$ cat config.mk
export PLATFORM = sky130hd
export DESIGN_NAME = pb_mailbox_hub
export DESIGN_NICKNAME = d
export VERILOG_FILES = /design/src/rtl/pb_hub_pkg.sv /design/src/rtl/pb_hub_fifo.sv /design/src/rtl/pb_mailbox_hub.sv
export SDC_FILE = /design/constraint.sdc
export NUM_CORES = 1
export LEC_CHECK = 0
export ABC_AREA = 1
export CORE_MARGIN = 2
export CORE_UTILIZATION = 60
export DETAILED_ROUTE_END_ITERATION = 8
export PLACE_DENSITY_LB_ADDON = 0.3
export SYNTH_ARGS = -nofsm -noshare
export SYNTH_HDL_FRONTEND = slang
export SYNTH_SLANG_ARGS = --single-unit
$ cat constraint.sdc
create_clock -name clk -period 2.9 [get_ports clk]
set_input_delay 0.58 -clock clk [delete_from_list [all_inputs] [get_ports clk]]
set_output_delay 0.58 -clock clk [all_outputs]
set_load 0.005 [all_outputs]
$ cat src/rtl/pb_hub_pkg.sv
// pb_hub_pkg: shared constants for the pb_mailbox_hub input-port hub.
//   SEL_*  : port_id[7:6] function select codes
//   ST_*   : bit positions inside the status byte {occ[4:0], udf, full, empty}
//   OCC_SAT: occupancy value reported when a channel holds more entries
package pb_hub_pkg;

  localparam logic [1:0] SEL_DATA  = 2'b00;
  localparam logic [1:0] SEL_STAT  = 2'b01;
  localparam logic [1:0] SEL_FLUSH = 2'b10;
  localparam logic [1:0] SEL_XOR   = 2'b11;

  localparam int unsigned ST_EMPTY   = 0;
  localparam int unsigned ST_FULL    = 1;
  localparam int unsigned ST_UDF     = 2;
  localparam int unsigned ST_OCC_LSB = 3;

  localparam int unsigned OCC_SAT = 31;

endpackage

$ cat src/rtl/pb_hub_fifo.sv
// pb_hub_fifo: one mailbox channel, synchronous FIFO of DEPTH bytes.
// Ports:
//   clk, reset : clock, synchronous active-high reset (pointers only)
//   push       : write request; ignored while full
//   pop        : advance head; caller guarantees the FIFO is non-empty
//   flush      : empty the FIFO; overrides push and pop in the same cycle
//   din        : byte to push
//   head       : current head byte (valid when !empty)
//   occ        : number of stored entries, 0..DEPTH
//   full/empty : registered-state status
module pb_hub_fifo #(
  parameter int unsigned DEPTH = 8
) (
  input  logic                       clk,
  input  logic                       reset,
  input  logic                       push,
  input  logic                       pop,
  input  logic                       flush,
  input  logic [7:0]                 din,
  output logic [7:0]                 head,
  output logic [$clog2(DEPTH):0]     occ,
  output logic                       full,
  output logic                       empty
);

  localparam int unsigned AW = $clog2(DEPTH);

  logic [7:0]  mem [DEPTH];
  logic [AW:0] wptr;
  logic [AW:0] rptr;
  logic        push_ok;

  // Extra MSB on each pointer distinguishes full from empty when the
  // index bits match.
  assign empty   = (wptr == rptr);
  assign full    = (wptr[AW] != rptr[AW]) && (wptr[AW-1:0] == rptr[AW-1:0]);
  assign occ     = wptr - rptr;
  assign head    = mem[rptr[AW-1:0]];
  assign push_ok = push && !full;

  always_ff @(posedge clk) begin
    if (reset) begin
      wptr <= '0;
      rptr <= '0;
    end else if (flush) begin
      wptr <= '0;
      rptr <= '0;
    end else begin
      if (push_ok) wptr <= wptr + 1'b1;
      if (pop)     rptr <= rptr + 1'b1;
    end
  end

  // Storage is not reset; a write during flush is harmless since wptr is cleared.
  always_ff @(posedge clk) begin
    if (push_ok) mem[wptr[AW-1:0]] <= din;
  end

endmodule

$ cat src/rtl/pb_mailbox_hub.sv
// pb_mailbox_hub: N_CH buffered mailbox channels presented to a KCPSM3
// master through its port_id / read_strobe / write_strobe bus.
// Ports:
//   clk, reset   : clock, synchronous active-high reset
//   port_id      : [7:6] select (data/status/flush/xor), low bits channel
//   read_strobe  : master INPUT strobe, pops the addressed data channel
//   write_strobe : master OUTPUT strobe, used for flush
//   out_port     : flush command, bit0 also clears the sticky underflow flag
//   in_port      : registered read data (1-cycle latency from port_id)
//   wr_valid/wr_data/wr_ready : per-channel producer push interface
//   irq          : registered, any channel non-empty
// Build option: define PB_HUB_XOR_EN to make SEL=11 the vernam port
// (head[CH] ^ head[CH^1], popping both channels).
module pb_mailbox_hub
  import pb_hub_pkg::*;
#(
  parameter int unsigned N_CH  = 4,
  parameter int unsigned DEPTH = 8
) (
  input  logic                 clk,
  input  logic                 reset,
  input  logic [7:0]           port_id,
  input  logic                 read_strobe,
  input  logic                 write_strobe,
  input  logic [7:0]           out_port,
  output logic [7:0]           in_port,
  input  logic [N_CH-1:0]      wr_valid,
  input  logic [8*N_CH-1:0]    wr_data,
  output logic [N_CH-1:0]      wr_ready,
  output logic                 irq
);

  localparam int unsigned CH_W  = (N_CH > 2) ? $clog2(N_CH) : 1;
  localparam int unsigned OCC_W = $clog2(DEPTH) + 1;

  logic [7:0]       head  [N_CH];
  logic [OCC_W-1:0] occ   [N_CH];
  logic [N_CH-1:0]  full;
  logic [N_CH-1:0]  empty;
  logic [N_CH-1:0]  pop_v;
  logic [N_CH-1:0]  flush_v;
  logic [N_CH-1:0]  udf;
  logic [N_CH-1:0]  udf_set;
  logic [N_CH-1:0]  udf_clr;
  logic [N_CH-1:0]  ch_hit;

  logic [1:0]       sel;
  logic [CH_W-1:0]  ch;
  logic             mapped;
  logic [7:0]       sel_head;
  logic [OCC_W-1:0] sel_occ;
  logic             sel_full;
  logic             sel_empty;
  logic             sel_udf;
  logic [4:0]       occ_sat;
  logic [7:0]       status;
  logic [7:0]       rd_next;
  logic             rd_data;

  // Bits of port_id above the channel field and out_port[7:1] carry no meaning.
  logic             unused_bits;
  assign unused_bits = ^{port_id, out_port[7:1]};

  assign sel      = port_id[7:6];
  assign ch       = port_id[CH_W-1:0];
  assign wr_ready = ~full;
  assign rd_data  = read_strobe && (sel == SEL_DATA);

  generate
    for (genvar c = 0; c < N_CH; c++) begin : gen_ch
      pb_hub_fifo #(.DEPTH(DEPTH)) u_fifo (
        .clk   (clk),
        .reset (reset),
        .push  (wr_valid[c]),
        .pop   (pop_v[c]),
        .flush (flush_v[c]),
        .din   (wr_data[8*c +: 8]),
        .head  (head[c]),
        .occ   (occ[c]),
        .full  (full[c]),
        .empty (empty[c])
      );
    end
  endgenerate

  // One-hot channel decode; an unmapped CH leaves ch_hit all-zero, which
  // naturally suppresses pops, flushes and read data.
  always_comb begin
    ch_hit    = '0;
    sel_head  = '0;
    sel_occ   = '0;
    sel_full  = 1'b0;
    sel_empty = 1'b1;
    sel_udf   = 1'b0;
    for (int unsigned c = 0; c < N_CH; c++) begin
      ch_hit[c] = (ch == CH_W'(c));
      if (ch_hit[c]) begin
        sel_head  = head[c];
        sel_occ   = occ[c];
        sel_full  = full[c];
        sel_empty = empty[c];
        sel_udf   = udf[c];
      end
    end
  end

  assign mapped = |ch_hit;

  always_comb begin
    occ_sat = (32'(sel_occ) > OCC_SAT) ? 5'(OCC_SAT) : 5'(sel_occ);
    status  = '0;
    status[ST_EMPTY] = sel_empty;
    status[ST_FULL]  = sel_full;
    status[ST_UDF]   = sel_udf;
    status[7:ST_OCC_LSB] = occ_sat;
  end

`ifdef PB_HUB_XOR_EN
  logic [CH_W-1:0] partner;
  logic [N_CH-1:0] p_hit;
  logic [7:0]      p_head;
  logic            p_empty;
  logic            p_mapped;
  logic            xor_rd;
  logic            xor_ok;

  assign partner = ch ^ CH_W'(1);
  assign xor_rd  = read_strobe && (sel == SEL_XOR);

  always_comb begin
    p_hit   = '0;
    p_head  = '0;
    p_empty = 1'b1;
    for (int unsigned c = 0; c < N_CH; c++) begin
      p_hit[c] = (partner == CH_W'(c));
      if (p_hit[c]) begin
        p_head  = head[c];
        p_empty = empty[c];
      end
    end
  end

  assign p_mapped = |p_hit;
  assign xor_ok   = mapped && p_mapped && !sel_empty && !p_empty;
`endif

  always_comb begin
    pop_v   = '0;
    udf_set = '0;
    flush_v = '0;
    udf_clr = '0;
    for (int unsigned c = 0; c < N_CH; c++) begin
      pop_v[c]   = rd_data && ch_hit[c] && !empty[c];
      udf_set[c] = rd_data && ch_hit[c] && empty[c];
      flush_v[c] = write_strobe && (sel == SEL_FLUSH) && ch_hit[c];
      udf_clr[c] = flush_v[c] && out_port[0];
`ifdef PB_HUB_XOR_EN
      // The vernam read is all-or-nothing: both heads pop, or neither does
      // and every empty participant records an underflow.
      if (xor_rd && (ch_hit[c] || p_hit[c])) begin
        pop_v[c]   = xor_ok;
        udf_set[c] = !xor_ok && empty[c];
      end
`endif
    end
  end

  always_comb begin
    rd_next = '0;
    case (sel)
      SEL_DATA: rd_next = (mapped && !sel_empty) ? sel_head : '0;
      SEL_STAT: rd_next = mapped ? status : '0;
`ifdef PB_HUB_XOR_EN
      SEL_XOR:  rd_next = xor_ok ? (sel_head ^ p_head) : '0;
`endif
      default:  rd_next = '0;
    endcase
  end

  always_ff @(posedge clk) begin
    if (reset) begin
      in_port <= '0;
      irq     <= 1'b0;
      udf     <= '0;
    end else begin
      in_port <= rd_next;
      irq     <= |(~empty);
      udf     <= (udf & ~udf_clr) | udf_set;
    end
  end

endmodule

==> summary.md, run 1 <==
| Metric | Value |
|---|---|
| Vias per Instance | `5.59` |
| DPL Wire Length | `18.9 mm` |
| Slew @ Worst Pin | `1.01 ns` |
| Fin crit share | `96.8%` |
| CTS tree | `built` |
| Sequential area share after synthesis | `65.5%` |
| Placed inst area | `14,500 um2` |
| Slew Viols, Final | `0` |
| Die span in y | `154 um` |
| Drt first pass iters | `6` |
| Core area | `22,000 um2` |
| Port Buffers | `57` |
| Chip Width | `154 um` |
| Startpoint types | `flip-flop` |
| Cell variety after synth | `36` |
| Root buffer cell | `clkbuf_16` |
| Largest net degree at the start of global routing | `36` |
| Post-CTS setup buffers | `0` |
| First-pass GRT wire length | `46.8 mm` |
| DR WL met2 | `14.3 mm` |
| CTS buffer count | `31` |
| Row cnt | `54` |
| Crit end category | `output pin` |
| Peak supply drop | `532 uV` |
| Avg Cell Area, Syn | `10.2 um2` |
| Status | `finished clean` |
| Critical Path Fanout Max | `4` |
| Post-synth EDFFs | `256` |
| Clk slew on worst S/H paths | `0.07 ns` |
| Vias | `9,593` |
| Worst skew pair latency | `0.55 ns` |
| Nets | `1,492` |
| Inserted Diodes | `0` |
| Post-Route M1 WL | `12.5 mm` |
| Syn Nets | `1,404` |
| Initial antenna violation count | `0` |
| Global route total overflow | `0` |
| Final ANT Viol Nets | `0` |
| # clock sinks | `313` |
| H-tree depth | `1` |
| Met3 WL post-DR | `2.30 mm` |
| LEAKAGE | `6.02 nW` |
| Layout cells sized above 1 | `8.70%` |
| Wirelength per Cell | `17.3 um` |
| Hold Crit Start | `gen_ch[2].u_fifo.wptr[3]` |
| Final Hold Fails | `0` |
| Worst r2r src | `gen_ch[1].u_fifo.rptr[1]` |
| Gpl congestion | `0.917` |
| Cell count after synthesis | `1,324` |
| Highest metal used | `met4` |
| Worst setup path startpoint | `gen_ch[1].u_fifo.rptr[1]` |
| Fin util | `70.8%` |
| Worst endpoint required time | `2.32 ns` |
| DRT Wirelength | `29.7 mm` |
| Setup Skew | `0.0115 ns` |
| Cell Pwr Density | `629 nW/um2` |
| DR DRC count | `0` |
| Hold buffer count at CTS | `0` |
| Initial Util | `61.4%` |
| Fin area | `15,600 um2` |
| Overall global routing resource usage | `25.1%` |
| Top_reg_cell synth | `edfxtp_1` |
| Post_cts resized | `0` |
| HP Class | `reg2reg` |
| Yosys reg bits | `313` |
| Slew margin rel. | `32.6%` |
| Ys async rst share | `0%` |
| I/O pin count | `69` |
| Initial DRC Count | `832` |
| Die area | `23,700 um2` |
| Yosys Warn Count | `0` |
| Post-Syn Area | `13,500 um2` |
| Vias in the first global route | `9,199` |
| RSZ-0062 raised after global routing | `false` |
| Number of max-cap violations | `0` |
| Post-Route Setup TNS | `0 ns` |
| Crit path kind | `reg2out` |
| P&R area growth vs syn | `15.3%` |
| Critical path arrival | `2.23 ns` |
| Max frequency | `356 MHz` |
| Final setup fails | `0` |
| CTS max path bufs | `3` |
| Post-route minimum period | `2.81 ns` |
[stage by stage]
stage / power (mW) / setup slack (ns) / std cells / hold slack (ns)
after floorplan: 5.40 / 0.598 / 1324 / 0.448
after global placement: 5.65 / 0.450 / 1659 / 0.461
after detailed placement: 5.67 / 0.441 / 1659 / 0.477
after CTS: 9.80 / 0.0212 / 1716 / 0.491
after global routing: 10.0 / 0.00857 / 1716 / 0.514
final: 9.78 / 0.0942 / 1716 / 0.487
[cells by family after synthesis]
logic type / Yosys count / synth area share (%)
and+or+nand+nor: 721 / 22.5
AOI/OAI and AO/OA: 106 / 4.17
buffers and inverters: 156 / 5.14
adders and majority gates: 24 / 2.45
DFF: 313 / 65.5
xor gates and xnor gates: 4 / 0.260
[cell usage in the layout, fill, tap and decap left out, types with 2 or more instances in the layout]
master,n
buf_4,47
nand2_2,8
edfxtp_1,256
o21ai_1,3
clkbuf_16,31
nand2_1,407
clkinv_2,7
clkdlybuf4s50_1,57
nand3_1,187
a211oi_1,2
nand3b_1,4
bufinv_16,6
or2_2,5
a21oi_1,51
inv_2,7
clkinvlp_4,3
dfxtp_1,56
nor2_4,2
fa_1,4
ha_1,20
nor2_2,4
o21ai_0,40
o211ai_1,6
clkbuf_1,6
inv_1,99
nor2_1,91
clkbuf_8,2
nor3_1,5
nand4_1,5
xor2_1,3
[flip-flops by register name (all words and copies together) (netlist names), named ones only]
| signal | count |
|---|---|
| gen_ch.u_fifo.rptr | 16 |
| in_port | 8 |
| gen_ch.u_fifo.mem | 256 |
| gen_ch.u_fifo.wptr | 16 |
| udf | 4 |
| irq | 1 |
[worst paths after layout]
path | end | slack [ns] | cells past startpoint
hold reg to reg | gen_ch[2].u_fifo.wptr[3] | 0.49 | 2
setup reg to reg | gen_ch[1].u_fifo.mem[7][3] | 0.56 | 10
hold / removal | gen_ch[2].u_fifo.wptr[3] | 0.49 | 2
setup / recovery | wr_ready[1] | 0.09 | 6
[per-layer routing]
layer | global-route usage [%] | vias to the layer above
met5 | 0 | -
li1 | - | 4644
met2 | 41.4 | 387
met1 | 35.5 | 4515
met3 | 3.16 | 47
met4 | 7.57 | 0
[critical path, cell delays in order, from the launching register on]
cell	delay, ns
dfxtp_1	0.42
inv_1	0.10
ha_1	0.33
nand2_1	0.08
nor2_1	0.05
nand2_1	0.17
clkdlybuf4s50_1	0.54
[synth_stat cells (2+ instances only)]
| library cell | number | area share (%) |
|---|---|---|
| o21ai_0 | 40 | 1.5 |
| clkbuf_1 | 6 | 0.17 |
| nand3b_1 | 4 | 0.22 |
| nand2_1 | 408 | 11 |
| dfxtp_1 | 57 | 8.5 |
| inv_1 | 99 | 2.8 |
| nor3_1 | 5 | 0.19 |
| or2_2 | 5 | 0.23 |
| nand3_1 | 187 | 6.9 |
| buf_6 | 4 | 0.33 |
| o211ai_1 | 6 | 0.33 |
| nor2_1 | 91 | 2.5 |
| nand4_1 | 5 | 0.23 |
| edfxtp_1 | 256 | 57 |
| nor2_4 | 2 | 0.17 |
| a211oi_1 | 2 | 0.11 |
| o21ai_1 | 3 | 0.11 |
| xor2_1 | 3 | 0.19 |
| inv_2 | 7 | 0.19 |
| a21oi_1 | 51 | 1.9 |
| ha_1 | 20 | 1.9 |
| nand2_2 | 7 | 0.32 |
| nor2_2 | 4 | 0.19 |
| buf_2 | 26 | 0.96 |
| buf_4 | 12 | 0.67 |
| fa_1 | 4 | 0.59 |
[power breakdown]
| group | internal [mW] | total (mW) | leakage [nW] | switching (mW) |
|---|---|---|---|---|
| clock network | 2.55 | 4.19 | 0.525 | 1.64 |
| logic | 0.210 | 0.578 | 2.71 | 0.369 |
| registers | 4.96 | 5.01 | 2.79 | 0.0407 |
| total | 7.72 | 9.78 | 6.02 | 2.05 |
[cell type report]
| class | count | area, um2 |
|---|---|---|
| clock buffers | 39 | 826 |
| clock inverters | 18 | 253 |
| fillers | 1506 | 6410 |
| inverters | 107 | 402 |
| multi-input cells | 855 | 3970 |
| flip-flops and latches | 313 | 8830 |
| well taps | 280 | 350 |
| repair buffers | 104 | 923 |
(Power assumes the default switching activity.)
==> run 2: changes to the inputs <==
--- a/config.mk
+++ b/config.mk
@@ -9,7 +9,9 @@
 export CORE_MARGIN = 2
 export CORE_UTILIZATION = 60
 export DETAILED_ROUTE_END_ITERATION = 8
+export MAX_ROUTING_LAYER = met4
 export PLACE_DENSITY_LB_ADDON = 0.3
+export SLEW_MARGIN = 25
 export SYNTH_ARGS = -nofsm -noshare
 export SYNTH_HDL_FRONTEND = slang
 export SYNTH_SLANG_ARGS = --single-unit
==> run 2 against run 1 <==
  * First-iteration DRC count up 9.0%
  * Global-route usage rose by 1.4 points
  * Critical path depth unchanged
  * Via count rose by 0.91%
  * Worst setup slack got worse by 0.019 ns
  * Non-clock buffer count is 3 lower
  * Clock skew rose by 0.0022 ns
  * Fmax down 0.66%
  * Sequential share of layout area up 0.27 points
  * Clock power shrank 4.8%
  * Die area unchanged
  * Critical endpoint unchanged
  * Largest cell class unchanged
==> summary.md, run 2 (same netlist as run 1, synthesis figures left out) <==
| Metric | Value |
|---|---|
| Status | `finished clean` |
| Overall global routing resource usage | `26.6% (+1.4 points)` |
| Nets | `1,488 (-0.27%)` |
| Area of the multi-input gates | `3970 um2 (about the same)` |
| Most frequent cells in the layout | `nand2_1 (407), edfxtp_1 (256), nand3_1 (187)` |
| Slew Viols, Final | `0 (unchanged)` |
| Hold Crit Start | `udf[3]` |
| Crit path kind | `reg2out` |
| Number of flip-flops in the largest register | `256 (unchanged)` |
| First-pass GRT wire length | `47.9 mm (+2.3%)` |
| DRT Wirelength | `30.2 mm (+1.6%)` |
| CP bufs+invs | `2 (unchanged)` |
| # fillers | `1,479 (-1.8%)` |
| Number of cells on the worst hold path | `2 (unchanged)` |
| P&R area growth vs syn | `14.8%` |
| CP cell instances | `inv_1, ha_1, nand2_1, nor2_1, nand2_1, clkdlybuf4s50_1` |
| Worst endpoint required time | `2.32 ns (about the same)` |
| Port Buffers | `57 (unchanged)` |
| Inserted Diodes | `0 (unchanged)` |
| CP dominant cell by count | `nand2_1` |
| Global route total overflow | `0 (unchanged)` |
| Post-route minimum period | `2.82 ns (+0.0187 ns)` |
| Final Hold Fails | `0 (unchanged)` |
| Fin crit share | `97.4% (+0.64 points)` |
| Post-CTS setup buffers | `0 (unchanged)` |
| Reg power frac | `52.2% (+1.0 points)` |
| DPL Wire Length | `19.3 mm (+1.8%)` |
| Post-Route Setup TNS | `0 ns (unchanged)` |
| Core area | `22,000 um2 (unchanged)` |
| Chip Width | `154 um (unchanged)` |
| Final setup fails | `0 (unchanged)` |
| Gpl congestion | `0.926 (+1.0%)` |
| Cell Pwr Density | `619 nW/um2 (-1.5%)` |
| Critical path arrival | `2.24 ns (about the same)` |
| Sw Ratio | `21.7% (+0.70 points)` |
| H-tree depth | `1 (unchanged)` |
| I/O pin count | `69 (unchanged)` |
| Peak supply drop | `464 uV (-13%)` |
| Worst Reg2Reg Path Length in Cells | `9 (-1)` |
| Post_cts resized | `0 (unchanged)` |
| Row cnt | `54 (unchanged)` |
| NetSw | `2.08 mW (+1.3%)` |
| Hold buffer count at CTS | `0 (unchanged)` |
| CP top delay family | `buffers and inverters` |
| Critical Path Fanout Max | `4 (unchanged)` |
| PnR worst setup slack | `0.0755 ns (-0.0187 ns)` |
| Final ANT Viol Nets | `0 (unchanged)` |
| Drt first pass iters | `7 (+1)` |
| Seq. cell area | `8830 um2 (unchanged)` |
| Initial DRC Count | `907 (+9.0%)` |
| LEAKAGE | `5.98 nW (-0.82%)` |
| Number of max-cap violations | `0 (unchanged)` |
| Vias in the first global route | `9,434 (+2.6%)` |
| Root buffer cell | `clkbuf_16` |
| Die area | `23,700 um2 (unchanged)` |
| Startpoint types | `flip-flop` |
| Slowest-stage cell, CP | `clkdlybuf4s50_1` |
| Gate power share | `6.1% (+0.2 points)` |
| Setup Skew | `0.0137 ns (+0.00216 ns)` |
| Vias | `9,680 (+0.91%)` |
| Initial Util | `61.4% (unchanged)` |
| DR DRC count | `0 (unchanged)` |
| Max frequency | `354 MHz (-0.66%)` |
| HP Class | `reg2reg` |
| Worst skew pair latency | `0.56 ns (about the same)` |
| Placement Setup Slack | `0.335 ns (-0.106 ns)` |
| CTS max path bufs | `3 (unchanged)` |
| Commonest non-fill, non-tap cell in the layout | `nand2_1` |
| CTS buffer count | `30 (-3.2%)` |
| Layout cells sized above 1 | `8.59% (-0.12 points)` |
| Internal | `7.50 mW (-2.8%)` |
| Initial antenna violation count | `0 (unchanged)` |
| Crit end category | `output pin` |
| RSZ-0062 raised after global routing | `false` |
| Reg2reg setup slack | `0.46 ns (-0.10 ns)` |
| CTS tree | `built` |
| Clk slew on worst S/H paths | `0.07 ns (about the same)` |
| Slew margin rel. | `34.0% (+1.4 points)` |
| Max incr delay on CP | `0.53 ns (about the same)` |
| Reg-to-reg endpoint | `gen_ch[1].u_fifo.mem[7][2]` |
| Die span in y | `154 um (unchanged)` |
| Largest net degree at the start of global routing | `36 (unchanged)` |
| Worst Hold Path EP | `udf[3]` |
| Slew @ Worst Pin | `0.989 ns (-0.0215 ns)` |
| Worst r2r src | `gen_ch[1].u_fifo.rptr[1]` |
| Wirelength per Cell | `17.6 um (+1.8%)` |
| Clock share of power | `41.7% (-1.2 points)` |
| Vias per Instance | `5.65 (+1.1%)` |
| # clock sinks | `313 (unchanged)` |
-- run 2: cell count changes in the layout (fill, tap and decap cells not counted), moves of 2 or more --
cell and change:
clkinv_1 +4, buf_4 -3, bufinv_16 -2, clkbuf_1 -5, clkinvlp_4 +3
-- run 2: how the worst max path moves through the flow --
| stage | start | to | slack (ns) | cells past startpoint |
|---|---|---|---|---|
| after global placement | port_id[0] | gen_ch[2].u_fifo.rptr[3] | 0.39 | 9 |
| after global routing | gen_ch[1].u_fifo.rptr[1] | wr_ready[1] | 0.006 | 6 |
| final | gen_ch[1].u_fifo.rptr[1] | wr_ready[1] | 0.08 | 6 |
| after floorplan | gen_ch[3].u_fifo.rptr[1] | gen_ch[3].u_fifo.mem[6][0] | 0.60 | 8 |
| after detailed placement | port_id[0] | flip-flop | 0.34 | 9 |
| after CTS | gen_ch[3].u_fifo.rptr[1] | wr_ready[3] | 0.03 | 5 |
-- run 2: final cells by class --
type	instances	share of cell area, %
sequential	313	57.0
multi-input combinational	855	25.7
timing repair buffer	101	5.82
clock buffer	33	5.12
inverter	107	2.59
tap	280	2.26
clock inverter	23	1.50
-- run 2: metal layers --
| metal | track usage, % | wire [um] |
|---|---|---|
| met5 | - | 0 |
| met4 | 10.3 | 1090 |
| met3 | 3.27 | 2440 |
| met2 | 42.3 | 14500 |
| met1 | 35.4 | 12200 |
-- run 2: worst reg2reg max path: stages (launching register included) --
cell,delay (ns)
dfxtp_1,0.43
inv_1,0.11
ha_1,0.32
nand2_1,0.07
nor2_1,0.04
nand2_1,0.18
nand2_1,0.18
inv_1,0.15
nand2_2,0.10
nor2_2,0.49
-- run 2: stage by stage --
step	total power [mW]	hold WS [ns]	std cells	area, um2	utilization [%]
after floorplan	5.40	0.448	1324	13500	-
after global placement	5.65	0.462	1656	14400	65.8
after detailed placement	5.67	0.473	1656	14400	65.8
after CTS	9.60	0.483	1712	15500	70.5
after global routing	9.82	0.509	1712	15500	70.5
final	9.59	0.484	1712	15500	70.5
-- run 2: power by group through the flow --
stage	registers [mW]	logic (mW)	clock network [mW]
floorplan	5.09	0.313	0
global placement	5.10	0.549	0
detailed placement	5.10	0.571	0
CTS	5.01	0.579	4.02
global route	5.01	0.650	4.16
finish	5.01	0.586	3.99
